$ cat src/rtl/ad7673_pkg.sv
// rtl/ad7673_pkg.sv - shared constants and types for the AD7673 conversion interface
package ad7673_pkg;

    localparam int AD7673_DATA_WIDTH = 18;

    typedef enum logic [0:0] {
        IDLE    = 1'b0,
        CONVERT = 1'b1
    } ad7673_state_t;

endpackage

$ cat src/rtl/ad7673_emulator_sample_holding_reg.sv
// rtl/ad7673_emulator_sample_holding_reg.sv - one-entry valid/ready sample buffer
module sample_holding_reg
    import ad7673_pkg::*;
(
    input  logic                         clk,
    input  logic                         reset,
    input  logic [AD7673_DATA_WIDTH-1:0] in_i,
    input  logic                         valid_i,
    output logic                         ready_o,
    input  logic                         take_i,
    output logic [AD7673_DATA_WIDTH-1:0] out_o,
    output logic                         full_o
);

    logic                         full_q, full_d;
    logic [AD7673_DATA_WIDTH-1:0] data_q, data_d;

    assign ready_o = !full_q;
    assign full_o  = full_q;
    assign out_o   = data_q;

    // A take only happens while full, so it never collides with a transfer.
    always_comb begin
        full_d = full_q;
        data_d = data_q;
        if (take_i) begin
            full_d = 1'b0;
        end else if (valid_i && !full_q) begin
            full_d = 1'b1;
            data_d = in_i;
        end
    end

    // Buffer state register; reset discards any held sample.
    always_ff @(posedge clk) begin
        if (reset) begin
            full_q <= 1'b0;
            data_q <= '0;
        end else begin
            full_q <= full_d;
            data_q <= data_d;
        end
    end

endmodule

$ cat src/rtl/ad7673_emulator.sv
// rtl/ad7673_emulator.sv - AD7673 CNVST_N/BUSY/DATA responder fed from a sample buffer
module ad7673_emulator
    import ad7673_pkg::*;
#(
    parameter int CONV_CYCLES = 40,
    parameter int COUNT_WIDTH = 16
) (
    input  logic                         clk,
    input  logic                         reset,
    input  logic                         CNVST_N,
    output logic                         BUSY,
    output logic [AD7673_DATA_WIDTH-1:0] AD7673_DATA,
    input  logic [AD7673_DATA_WIDTH-1:0] sample_in,
    input  logic                         sample_valid,
    output logic                         sample_ready,
    input  logic                         clear_flags,
    output logic                         underrun,
    output logic                         overrun,
    output logic [COUNT_WIDTH-1:0]       conv_count
);

    localparam int                CNT_W    = (CONV_CYCLES > 2) ? $clog2(CONV_CYCLES) : 1;
    localparam logic [CNT_W-1:0]  CNT_LAST = CNT_W'(CONV_CYCLES - 1);

    ad7673_state_t                state_q, state_d;
    logic                         cnv_q;
    logic [CNT_W-1:0]             cnt_q, cnt_d;
    logic                         busy_q, busy_d;
    logic [AD7673_DATA_WIDTH-1:0] data_q, data_d;
    logic [AD7673_DATA_WIDTH-1:0] last_q, last_d;
    logic [AD7673_DATA_WIDTH-1:0] latch_q, latch_d;
    logic                         underrun_q, underrun_d;
    logic                         overrun_q, overrun_d;
    logic [COUNT_WIDTH-1:0]       count_q, count_d;

    logic                         start;
    logic                         take;
    logic                         buf_full;
    logic [AD7673_DATA_WIDTH-1:0] buf_out;
    logic                         underrun_set;
    logic                         overrun_set;

    sample_holding_reg u_buf (
        .clk     (clk),
        .reset   (reset),
        .in_i    (sample_in),
        .valid_i (sample_valid),
        .ready_o (sample_ready),
        .take_i  (take),
        .out_o   (buf_out),
        .full_o  (buf_full)
    );

    assign start       = cnv_q && !CNVST_N;
    assign BUSY        = busy_q;
    assign AD7673_DATA = data_q;
    assign underrun    = underrun_q;
    assign overrun     = overrun_q;
    assign conv_count  = count_q;

    // Conversion FSM: latch on a falling edge, publish the result as BUSY drops.
    always_comb begin
        state_d      = state_q;
        cnt_d        = cnt_q;
        busy_d       = busy_q;
        data_d       = data_q;
        last_d       = last_q;
        latch_d      = latch_q;
        count_d      = count_q;
        take         = 1'b0;
        underrun_set = 1'b0;
        overrun_set  = 1'b0;
        case (state_q)
            IDLE: begin
                if (start) begin
                    // An empty buffer repeats the previous sample rather than
                    // bypassing a sample arriving in this same cycle.
                    take         = buf_full;
                    underrun_set = !buf_full;
                    latch_d      = buf_full ? buf_out : last_q;
                    busy_d       = 1'b1;
                    cnt_d        = '0;
                    state_d      = CONVERT;
                end
            end
            CONVERT: begin
                overrun_set = start;
                if (cnt_q == CNT_LAST) begin
                    data_d  = latch_q;
                    last_d  = latch_q;
                    busy_d  = 1'b0;
                    count_d = count_q + COUNT_WIDTH'(1);
                    state_d = IDLE;
                end else begin
                    cnt_d = cnt_q + CNT_W'(1);
                end
            end
            default: state_d = IDLE;
        endcase
        underrun_d = (underrun_q && !clear_flags) || underrun_set;
        overrun_d  = (overrun_q && !clear_flags) || overrun_set;
    end

    // State registers; reset aborts any conversion in progress.
    always_ff @(posedge clk) begin
        if (reset) begin
            state_q    <= IDLE;
            cnv_q      <= 1'b1;
            cnt_q      <= '0;
            busy_q     <= 1'b0;
            data_q     <= '0;
            last_q     <= '0;
            latch_q    <= '0;
            underrun_q <= 1'b0;
            overrun_q  <= 1'b0;
            count_q    <= '0;
        end else begin
            state_q    <= state_d;
            cnv_q      <= CNVST_N;
            cnt_q      <= cnt_d;
            busy_q     <= busy_d;
            data_q     <= data_d;
            last_q     <= last_d;
            latch_q    <= latch_d;
            underrun_q <= underrun_d;
            overrun_q  <= overrun_d;
            count_q    <= count_d;
        end
    end

endmodule

$ cat config.mk
export PLATFORM = sky130hd
export DESIGN_NAME = ad7673_emulator
export DESIGN_NICKNAME = d
export VERILOG_FILES = /design/src/rtl/ad7673_pkg.sv /design/src/rtl/ad7673_emulator_sample_holding_reg.sv /design/src/rtl/ad7673_emulator.sv
export SDC_FILE = /design/constraint.sdc
export NUM_CORES = 1
export LEC_CHECK = 0
export CAP_MARGIN = 20
export CORE_ASPECT_RATIO = 1.25
export CORE_MARGIN = 3
export CORE_UTILIZATION = 45
export DETAILED_ROUTE_END_ITERATION = 7
export PLACE_DENSITY = 0.74
export SKIP_CTS_REPAIR_TIMING = 1
export SYNTH_ARGS = -nofsm -noshare
export SYNTH_HDL_FRONTEND = slang
export SYNTH_SLANG_ARGS = --single-unit
$ cat constraint.sdc
create_clock -name clk -period 1.73 [get_ports clk]
set_input_delay 0.173 -clock clk [delete_from_list [all_inputs] [get_ports clk]]
set_output_delay 0.173 -clock clk [all_outputs]
set_load 0.005 [all_outputs]
======== Yosys cells after proc, flatten, opt, wreduce, memory -nomap -nowiden ========
Cells that the tools add are included.
word-level totals
  register bits ........................... 82
  output and inout port bits .............. 38
  word-level logic and storage cells ...... 49
cells by class
  add/subtract/negate cells ............... 2
  equality and inequality tests ........... 4
  mux-type cells .......................... 15
  bitwise operators ....................... 2
  reductions and logical operators ........ 15
operators by type and width
  cell                   number
  $mux 18                1
  $add 16x1->16 const B  1
  $mux 6                 2
  $pmux 6 s2             1
  $reduce_and 2->1       5
  $mux 1                 9
  $add 6x1->6 const B    1
  $eq 6x6->1 const B     1
  $logic_and 1x1->1      4
  $ne 2x2->1 const B     2
  $pmux 1 s2             2
  $logic_not 1->1        3
  $logic_or 1x1->1       2
  $ne 2x1->1 const B     1
  $not 1->1              2
  $reduce_or 2->1        1

======== Longest topological paths before layout ========
  depth after elaboration ................. 6
  gate-level depth with buffers ........... 7
  mapped depth without buffers ............ 5

======== By module ========
From an unflattened synthesis, not the netlist that was laid out.
unflattened totals
  cells, all modules ...................... 383
  area total of the unflattened synthesis .. 3444.6 sq um
by module, submodules not included
  module              times used  cells each  area each (sq um)  seq. area each (sq um)
  ad7673_emulator     1           300         2586.2             1261.2
  sample_holding_reg  1           83          858.3              380.4

======== Worst setup path after synthesis ========
No wires, ideal clock.
  path type ............................... register to register
  start point ............................. register cnt_q[0]
  end point ............................... register count_q[15], in the netlist conv_count[15]
  library setup time ...................... 0.070 ns
  data arrival time ....................... 1.738 ns
  data required time ...................... 1.660 ns
  setup slack ............................. -0.079 ns
  stages on the path, launching flop included .. 6
  path buffers ............................ 0
  period minus slack after synthesis ...... 1.809 ns
  cells stage by stage .................... dfxtp_1 > ha_1 > nand4b_4 > or4_4 > or3_1 > a21oi_1
on the way
  word-level cells in the longest chain between the ends .. 2
RTL lines
  item                               RTL line                RTL
  from (decl)                        ad7673_emulator.sv:27   logic [CNT_W-1:0] cnt_q, cnt_d;
  from (signal assigned)             ad7673_emulator.sv:120  cnt_q <= cnt_d;
  $eq 6x6->1                         ad7673_emulator.sv:88   if (cnt_q == CNT_LAST) begin
  $reduce_and 2->1 (no source line)  -
  to (signal assigned)               ad7673_emulator.sv:127  count_q <= count_d;
  to (decl)                          ad7673_emulator.sv:34   logic [COUNT_WIDTH-1:0] count_q, count_d;
No other way between the ends.
A chain may end at the register's enable or synchronous reset.

======== Worst setup path in the final report ========
Ends and elaborated chain as after synthesis.

==> flow_metrics.py <==
metrics = {
    "drt": {
        "antenna_violating_nets_post_route": 0,
        "met3RoutedLength_um": 278,
        "wl_per_cell_um": 14.0,
        "vias_per_cell": 5.35,
        "detail_route.first_pass.iterations": 4,
        "via_count": 2973,
        "met2_wirelength_um": 3840,
        "routed_length_on_met1_um": 3490,
        "top_metal_layer_carrying_routed_signals": "met4",
        "detail_route.iter0.violations": 124,
        "drc": 0,
        "totalWireLength_um": 7770,
    },
    "timing": {
        "finalClockSkew_ps": 8.66,
        "report.final.setup_viol": 0,
        "hold_ws_ps": 145,
        "drv_slew": 0,
        "fmax_ghz": 0.601,
        "timing.setup.tns_ps": 0,
        "hold_viol_final": 0,
        "pin_slew_with_the_least_headroom_to_its_limit_ps": 324,
        "grt_setup_unrepaired": "false",
        "slew_headroom_pct": 78.2,
        "finalCritPeriodShare_pct": 96.2,
        "postLayoutSetupSlackWorst_ps": 66.5,
        "final_period_minus_worst_setup_slack_ps": 1660,
    },
    "cts": {
        "root_buffer": "clkbuf_8",
        "cts_buffers": 9,
        "clock_tree.buffer_depth": 2,
        "htree_num_levels": 3,
        "clkSlewWorstSetupHoldPaths_ps": 80,
        "clock_network_latency_to_the_later_pin_of_the_worst_skew_pair_ps": 340,
        "numClockSinks": 82,
        "tritoncts": "yes",
    },
    "synthesis": {
        "synth-seq-cells": 82,
        "synthesis_warnings": 0,
        "postSynthCellCount": 382,
        "count_of_flip_flops_with_a_built_in_enable_after_synthesis": 0,
        "synth.distinct_cells": 36,
        "synth.net_count": 407,
        "synth.largest_area_cell": "dfxtp_1",
        "ys_async_sr_fraction_pct": 0,
        "synth_top_cell_area_share_pct": 50.4,
        "synthTopCellsByArea": "dfxtp_1 50%, nand2_1 9.2%, a21oi_1 7.8%",
        "yosysSeqAreaShare_pct": 50.4,
        "synth_top_flop_cell": "dfxtp_1",
        "post_synthesis_cell_area_um2": 3260,
        "avgSynthCellArea_um2": 8.53,
    },
    "global_route": {
        "via_count_of_the_first_global_routing_pass": 2888,
        "grt_pass1_wl_um": 12900,
        "gr-total-overflow": 0,
        "grtUsageTotal_pct": 19.9,
        "grt_antenna_before_repair": 0,
        "grt_start_max_net_pins": 29,
    },
    "critical_path": {
        "critPathCapture": "conv_count[15]",
        "reg2reg_to": "conv_count[15]",
        "end_kind": "flip-flop",
        "worstSetupPathType": "reg -> reg",
        "critPathMaxFanout": 7,
        "regToRegSetupSlack_ps": 70,
        "worst_ep_required_time_ps": 2010,
        "worst_case_reg_to_reg_path_depth": 5,
        "critical_path.startpoint_type": "flip-flop",
        "cp-startpoint": "cnt_q[0]",
        "critPathArrivalTime_ps": 1940,
        "r2r-start": "cnt_q[0]",
    },
    "final_layout": {
        "final_net_count": 487,
        "postLayoutCoreUtil_pct": 62.2,
        "num_antenna_cells": 0,
        "final_layout_size_suffix_gt1_share_pct": 12.9,
        "area_delta_synth_final_pct": 33.3,
    },
    "pwr": {
        "vdd.ir_drop.worst_v": 0.000581,
        "power.density_cell_area_nw_per_um2": 821,
        "power_mw": 3.56,
        "leakagePower_nw": 1.55,
    },
    "worst_hold_path": {
        "worstHoldPathCells": 2,
        "hold_path.class": "in -> reg",
    },
    "placed_design": {
        "place.port_buffers": 60,
        "globalplace.congestion": 0.894,
        "detailedPlace.worstSlack_ps": -22.2,
        "dp_hpwl_um": 5480,
    },
    "die": {
        "die_width_um": 82.1,
        "core_um2": 6980,
        "dieHeight_um": 101,
        "floorplan.rows": 34,
        "initial_utilization_pct": 46.7,
        "io_pins": 61,
        "fp.dieArea_um2": 8300,
    },
    "job": {
        "max-cap-violations": 0,
    },
    "outcome": {
        "status": "finished clean",
    },
}
-- cell usage after synthesis (3+ instances only) --
cell type	instances
xor2_1	3
buf_1	3
a211oi_1	18
nand3_1	13
nand2_1	80
dfxtp_1	82
o21ai_0	10
xnor2_1	5
a21oi_1	51
clkbuf_1	15
nand4_1	7
or3_1	8
mux2i_1	18
buf_2	4
nor2_1	31
inv_1	6
-- layout make-up --
cell class | count | area, um2
Fill cell | 649 | 2640
Sequential cell | 82 | 1650
Multi-Input combinational cell | 272 | 1520
Timing Repair Buffer | 91 | 853
Clock buffer | 11 | 151
Tap cell | 90 | 113
Clock inverter | 4 | 27.5
Inverter | 6 | 22.5
-- worst max-delay path, stage by stage, from the launching register on --
cell      delay (ps)
dfxtp_4          380
ha_4             150
nand4b_4          90
or4_4            460
or3_1            380
a21oi_2          140
-- cell families after synthesis --
kind of cell | Yosys count | synth area share [%]
and+or+nand+nor | 159 | 22.9
xor gates and xnor gates | 8 | 2.15
adders and majority gates | 2 | 0.768
buffers and inverters | 28 | 3.38
DFF | 82 | 50.4
muxes | 18 | 5.53
AOI/OAI and AO/OA | 85 | 14.9
-- cell usage in the layout, fill, tap and decap left out, drive strengths merged, types with 6 or more instances in the layout --
cell type,n
dfxtp,82
nand2,80
clkdlybuf4s50,59
a21oi,51
buf,32
nor2,31
mux2i,18
a211oi,18
nand3,13
clkbuf,11
o21ai,10
or3,8
nand4,7
inv,6
-- state kept, by name, summed over array words and instances, names as in the netlist --
name	count
state_q	1
u_buf.out_o	18
overrun	1
last_q	18
conv_count	16
u_buf.full_o	1
cnt_q	6
BUSY	1
underrun	1
cnv_q	1
latch_q	18
-- worst min-delay path by stage --
stage	endpoint	from	slack, ps
finish	cnt_q[5]	reset	140
global route	conv_count[6]	reset	170
CTS	conv_count[7]	reset	140
detailed placement	last_q[14]	latch_q[14]	450
global placement	last_q[15]	latch_q[15]	440
floorplan	cnv_q	CNVST_N	290
-- power breakdown --
group | internal, mW | leakage (nW) | switching [mW]
combinational | 0.149 | 0.792 | 0.172
sequential | 1.96 | 0.671 | 0.0400
clock | 0.589 | 0.0834 | 0.656
-- metrics by stage --
| stage | cell area [um2] | cells |
|---|---|---|
| 6_report | 4340 | 556 |
| 2_1_floorplan | 3270 | 382 |
| 3_5_place_dp | 4140 | 539 |
| 4_1_cts | 4310 | 554 |
| 3_3_place_gp | 4140 | 539 |
| 5_1_grt | 4340 | 556 |
-- metal layers --
metal | GRT usage [%] | vias up
met1 | 24.4 | 1401
met2 | 34.4 | 74
met3 | 2.76 | 14
met5 | 0 | -
li1 | - | 1484
met4 | 8.44 | 0
(Power assumes the default switching activity.)
